===== src/rtl/lisa_alu_issue.sv =====
// Issue front end for the combinational integer ALU: registered operand drive plus a tagged response FIFO.
// Optional `LISA_ALU_MUL_MULTICYCLE_EN` holds MUL operands for MUL_CYCLES edges before capture.
module lisa_alu_issue #(
  parameter int unsigned RSP_DEPTH    = 2,
  parameter int unsigned TAG_W        = 4,
  parameter int unsigned MUL_CYCLES   = 3,
  parameter logic [4:0]  LLVM_UOP_ADD = 5'h00,
  parameter logic [4:0]  LLVM_UOP_SUB = 5'h01,
  parameter logic [4:0]  LLVM_UOP_MUL = 5'h02
) (
  input  logic             clk,
  input  logic             rst_n,
  input  logic             req_valid,
  output logic             req_ready,
  input  logic [4:0]       req_uop,
  input  logic [31:0]      req_a,
  input  logic [31:0]      req_b,
  input  logic [TAG_W-1:0] req_tag,
  output logic [4:0]       alu_uop,
  output logic [31:0]      alu_a,
  output logic [31:0]      alu_b,
  input  logic [31:0]      alu_y,
  output logic             rsp_valid,
  input  logic             rsp_ready,
  output logic [31:0]      rsp_data,
  output logic [TAG_W-1:0] rsp_tag,
  output logic             rsp_illegal,
  output logic             busy
);

  localparam int unsigned PW = $clog2(RSP_DEPTH);
  localparam int unsigned EW = 32 + TAG_W + 1;
  localparam logic [PW:0] DEPTH = RSP_DEPTH[PW:0];

`ifdef LISA_ALU_MUL_MULTICYCLE_EN
  localparam logic [3:0] MUL_LEN = 4'(MUL_CYCLES);
`else
  // MUL_CYCLES has no effect without the multicycle macro
  localparam logic [3:0] MUL_LEN = (MUL_CYCLES > 0) ? 4'd1 : 4'd1;
`endif

  typedef enum logic {S_IDLE, S_EXEC} state_t;

  state_t           state_q;
  logic [3:0]       cyc_q;
  logic [TAG_W-1:0] tag_q;
  logic             illegal_q;
  logic [4:0]       alu_uop_q;
  logic [31:0]      alu_a_q, alu_b_q;
  logic [EW-1:0]    mem_q [RSP_DEPTH];
  logic [PW-1:0]    rd_q, wr_q;
  logic [PW:0]      count_q, count_d;

  logic             accept, push, pop, legal;
  logic [3:0]       exec_len;
  logic [EW-1:0]    head;

  always_comb begin
    req_ready = rst_n && (state_q == S_IDLE) && (count_q < DEPTH);
    accept    = req_valid && req_ready;
    push      = (state_q == S_EXEC) && (cyc_q == 4'd1);
    rsp_valid = (count_q != '0);
    pop       = rsp_valid && rsp_ready;
    legal     = (req_uop == LLVM_UOP_ADD) || (req_uop == LLVM_UOP_SUB) ||
                (req_uop == LLVM_UOP_MUL);
    exec_len  = (req_uop == LLVM_UOP_MUL) ? MUL_LEN : 4'd1;
    count_d   = count_q;
    if (push && !pop) begin
      count_d = count_q + 1'b1;
    end else if (pop && !push) begin
      count_d = count_q - 1'b1;
    end
  end

  always_ff @(posedge clk) begin
    if (!rst_n) begin
      state_q   <= S_IDLE;
      cyc_q     <= '0;
      tag_q     <= '0;
      illegal_q <= 1'b0;
      alu_uop_q <= '0;
      alu_a_q   <= '0;
      alu_b_q   <= '0;
      rd_q      <= '0;
      wr_q      <= '0;
      count_q   <= '0;
      for (int unsigned i = 0; i < RSP_DEPTH; i++) begin
        mem_q[i] <= '0;
      end
    end else begin
      case (state_q)
        S_IDLE: begin
          if (accept) begin
            alu_uop_q <= req_uop;
            alu_a_q   <= req_a;
            alu_b_q   <= req_b;
            tag_q     <= req_tag;
            illegal_q <= !legal;
            cyc_q     <= exec_len;
            state_q   <= S_EXEC;
          end
        end
        S_EXEC: begin
          cyc_q <= cyc_q - 4'd1;
          if (push) begin
            state_q <= S_IDLE;
          end
        end
        default: state_q <= S_IDLE;
      endcase
      if (push) begin
        mem_q[wr_q] <= {alu_y, tag_q, illegal_q};
        wr_q        <= wr_q + 1'b1;
      end
      if (pop) begin
        rd_q <= rd_q + 1'b1;
      end
      count_q <= count_d;
    end
  end

  assign head        = mem_q[rd_q];
  assign rsp_data    = head[EW-1 -: 32];
  assign rsp_tag     = head[TAG_W:1];
  assign rsp_illegal = head[0];
  assign alu_uop     = alu_uop_q;
  assign alu_a       = alu_a_q;
  assign alu_b       = alu_b_q;
  assign busy        = (state_q == S_EXEC) || (count_q != '0);

endmodule


===== config.mk =====
export PLATFORM = sky130hd
export DESIGN_NAME = lisa_alu_issue
export DESIGN_NICKNAME = d
export VERILOG_FILES = /design/src/rtl/lisa_alu_issue.sv
export SDC_FILE = /design/constraint.sdc
export NUM_CORES = 1
export LEC_CHECK = 0
export CAP_MARGIN = 0
export CORE_MARGIN = 4
export CORE_UTILIZATION = 51
export CTS_BUF_LIST = sky130_fd_sc_hd__clkbuf_8
export DETAILED_ROUTE_END_ITERATION = 10
export GPL_TIMING_DRIVEN = 1
export PLACE_DENSITY_LB_ADDON = 0.2
export SLEW_MARGIN = 40
export SYNTH_ARGS = -nofsm -noshare
export SYNTH_HDL_FRONTEND = slang
export SYNTH_SLANG_ARGS = --single-unit
export TNS_END_PERCENT = 100

===== constraint.sdc =====
create_clock -name clk -period 8.8 [get_ports clk]
set_clock_uncertainty 0.2 [all_clocks]
set_input_delay 1.32 -clock clk [delete_from_list [all_inputs] [get_ports clk]]
set_output_delay 1.32 -clock clk [all_outputs]
set_load 0.05 [all_outputs]

==> reports/qor.csv <==
metric,value,unit
status,"finished, final reports clean",
Synth Area in Adders,0.583,%
Root Buffer,clkbuf_8,
fin. max-slew vios,0,
drt via density,4.98,
Routed Antenna Nets,0,
"count leader, synth",nand2_1,
main combinational cell family by area after synthesis,simple AND/OR/NAND/NOR gates,
worst-skew pair later-pin latency,0.44,ns
fin area,0.00915,sq mm
initial antenna violation count,0,
Cells after Synth,578,
FP Rows,40,
leak pwr,3.36,nW
CTS tree,built,
FMAX,219,MHz
"Setup violations, final",0,
# DRC,0,
crit share post-route,51.8,%
share of post-route cells with drive strength above 1,10.2,%
Post-synth EDFFs,74,
final setup TNS,0,ns
Worst-Margin Slew,0.572,ns
postcts setup bufs,0,
GPL Wtd Cong,0.737,
HPWL Detailed,10.4,mm
# clock sinks,158,
total global-route track usage,21.4,%
MaxCap Viol Count,0,
TritonRoute pass-1 iters,4,
Synth Warn #,0,
VDD IR max,211,uV
PD cells,236,mW/mm^2
Worst EP required,7.28,ns
die area,0.0145,sq mm
Post-synth top cells,"149 x nand2_1, 84 x dfxtp_1, 77 x and2_1, 74 x edfxtp_1, 58 x a21boi_0",
fin nets,894,
"CTS clk-pin slew, worst paths",0.08,ns
vias in the first global route,5055,
synthesized area,0.00644,sq mm
Initial Utilization,52.8,%
antenna cell count,0,
Synth cell types,37,
hold_buf cts,0,
Synth Area in XOR/XNOR,0.408,%
DIE HEIGHT,120,um
synthesized flop and latch total,158,
H-tree depth,4,
Area Overhead vs Synth,42.1,%
I/O pin cnt,218,
pin count of the biggest net entering global routing,94,
mean routed wirelength per cell,15.8,um
"Primary FF master, synth",dfxtp_1,
share of the synthesized area in the top cell type,34.5,%
DIE WIDTH,120,um
post-synthesis compound-gate area fraction,9.89,%
Post-CTS Resized,0,
first-pass GRT wire length,24.4,mm
Crit Path Max Fanout,71,
register area share after synthesis,60.6,%
Placed Area,0.00873,sq mm
I/O Buffers,217,
Worst Hold Class,reg -> reg,
DRT Wirelength,15.2,mm
syn nets,690,
fraction of synthesis flops using an asynchronous set or reset pin,0,%
initial drt markers,281,
Worst Setup End Kind,output port,
Crit path arrival time,3.04,ns
grt total ovfl,0,
CTS Buffer Depth,2,
multiplexer area fraction after synthesis,6.47,%
cell taking the most area after synthesis,edfxtp_1,
unrepaired setup endpoints after global routing,no,
Final Critical Period,4.56,ns
CTS buffer count,17,
CP Class,in -> out,
core area,0.0122,sq mm
via count,4798,
startpoint types,primary input,
Slew headroom,61.9,%
Synth area leaders,"edfxtp_1 34%, dfxtp_1 26%, nand2_1 8.7%",
post-synthesis average cell area,11.1,sq um
Post-Synth Simple-Gate Area,18.5,%
Hold WS,0.258,ns
"Hold Vio Cnt, Final",0,
cell families after synthesis:
logic type               Yosys count
AO/OA/AOI/OAI                     87
XOR/XNOR                           3
adder cells (fa/ha/maj)            3
buffers and inverters             43
flip-flops                       158
multiplexers                      37
AND/OR/NAND/NOR                  247
per-stage QoR:
stage / utilization, % / instances / worst slack (ns) / power (mW)
detailed placement: 71.5 / 930 / 4.12 / 1.63
floorplan: - / 578 / 4.56 / 1.37
finish: 75.0 / 963 / 4.24 / 2.16
global route: 75.0 / 963 / 4.13 / 2.25
CTS: 74.8 / 962 / 4.11 / 2.17
global placement: 71.0 / 928 / 4.19 / 1.61
report_power, final:
group | internal (mW) | total [mW] | switching [mW]
combinational | 0.286 | 0.720 | 0.434
sequential | 0.828 | 0.890 | 0.0620
clock | 0.296 | 0.546 | 0.250
total | 1.41 | 2.16 | 0.746
state kept, by name (all words and copies together), names as in the netlist, named ones only:
| name | count |
|---|---|
| alu_a | 32 |
| alu_b | 32 |
| alu_uop | 5 |
| count_q | 2 |
| cyc_q | 4 |
| illegal_q | 1 |
| mem_q | 74 |
| rd_q | 1 |
| state_q | 1 |
| tag_q | 4 |
| wr_q | 1 |
layout by cell type (no fill, tap or decap), types with 2 or more instances in the layout:
cell	n
o21ai_0	3
nand4b_1	2
xnor2_1	2
bufinv_16	3
ha_1	3
nor3_1	3
nand2b_1	2
mux2_2	37
a21oi_1	2
buf_4	5
dfxtp_1	83
inv_1	7
nand2_1	149
and2_1	77
a21boi_0	58
clkbuf_8	20
buf_12	2
a21boi_1	17
o211ai_1	2
edfxtp_1	74
clkinv_2	4
or3_1	2
clkdlybuf4s50_1	216
layer usage:
metal | global-route usage [%] | part of all wire (%) | vias to the layer above
li1 | - | - | 2342
met4 | 7.44 | 1.7 | 0
met3 | 8.65 | 8.4 | 20
met5 | 0 | 0 | -
met2 | 37.1 | 51 | 156
met1 | 23.8 | 39 | 2280
worst paths after layout:
| kind | end | slack [ns] | from | depth (start not counted) |
|---|---|---|---|---|
| worst max-delay path | req_ready | 4.24 | rst_n | 5 |
| worst min-delay path | alu_uop[2] | 0.26 | alu_uop[2] | 2 |
| worst max register to register | mem_q[1][19] | 6.10 | state_q | 5 |
| worst min register to register | alu_uop[2] | 0.26 | alu_uop[2] | 2 |
worst max-delay path: stages:
cell	delay [ns]
buf_2	0.07
buf_4	0.25
buf_12	0.29
nor3b_1	0.24
clkdlybuf4s50_1	0.84
layout make-up:
cell class                 instances  area, sq um
clock inverter                    12          129
multi-input combinational        377         2350
sequential                       158         3910
fill                             865         3060
clock buffer                      20          275
timing repair buffer             225         2270
inverter                           3         11.3
tap                              168          210
No activity file was read; power rests on OpenSTA's default activity.
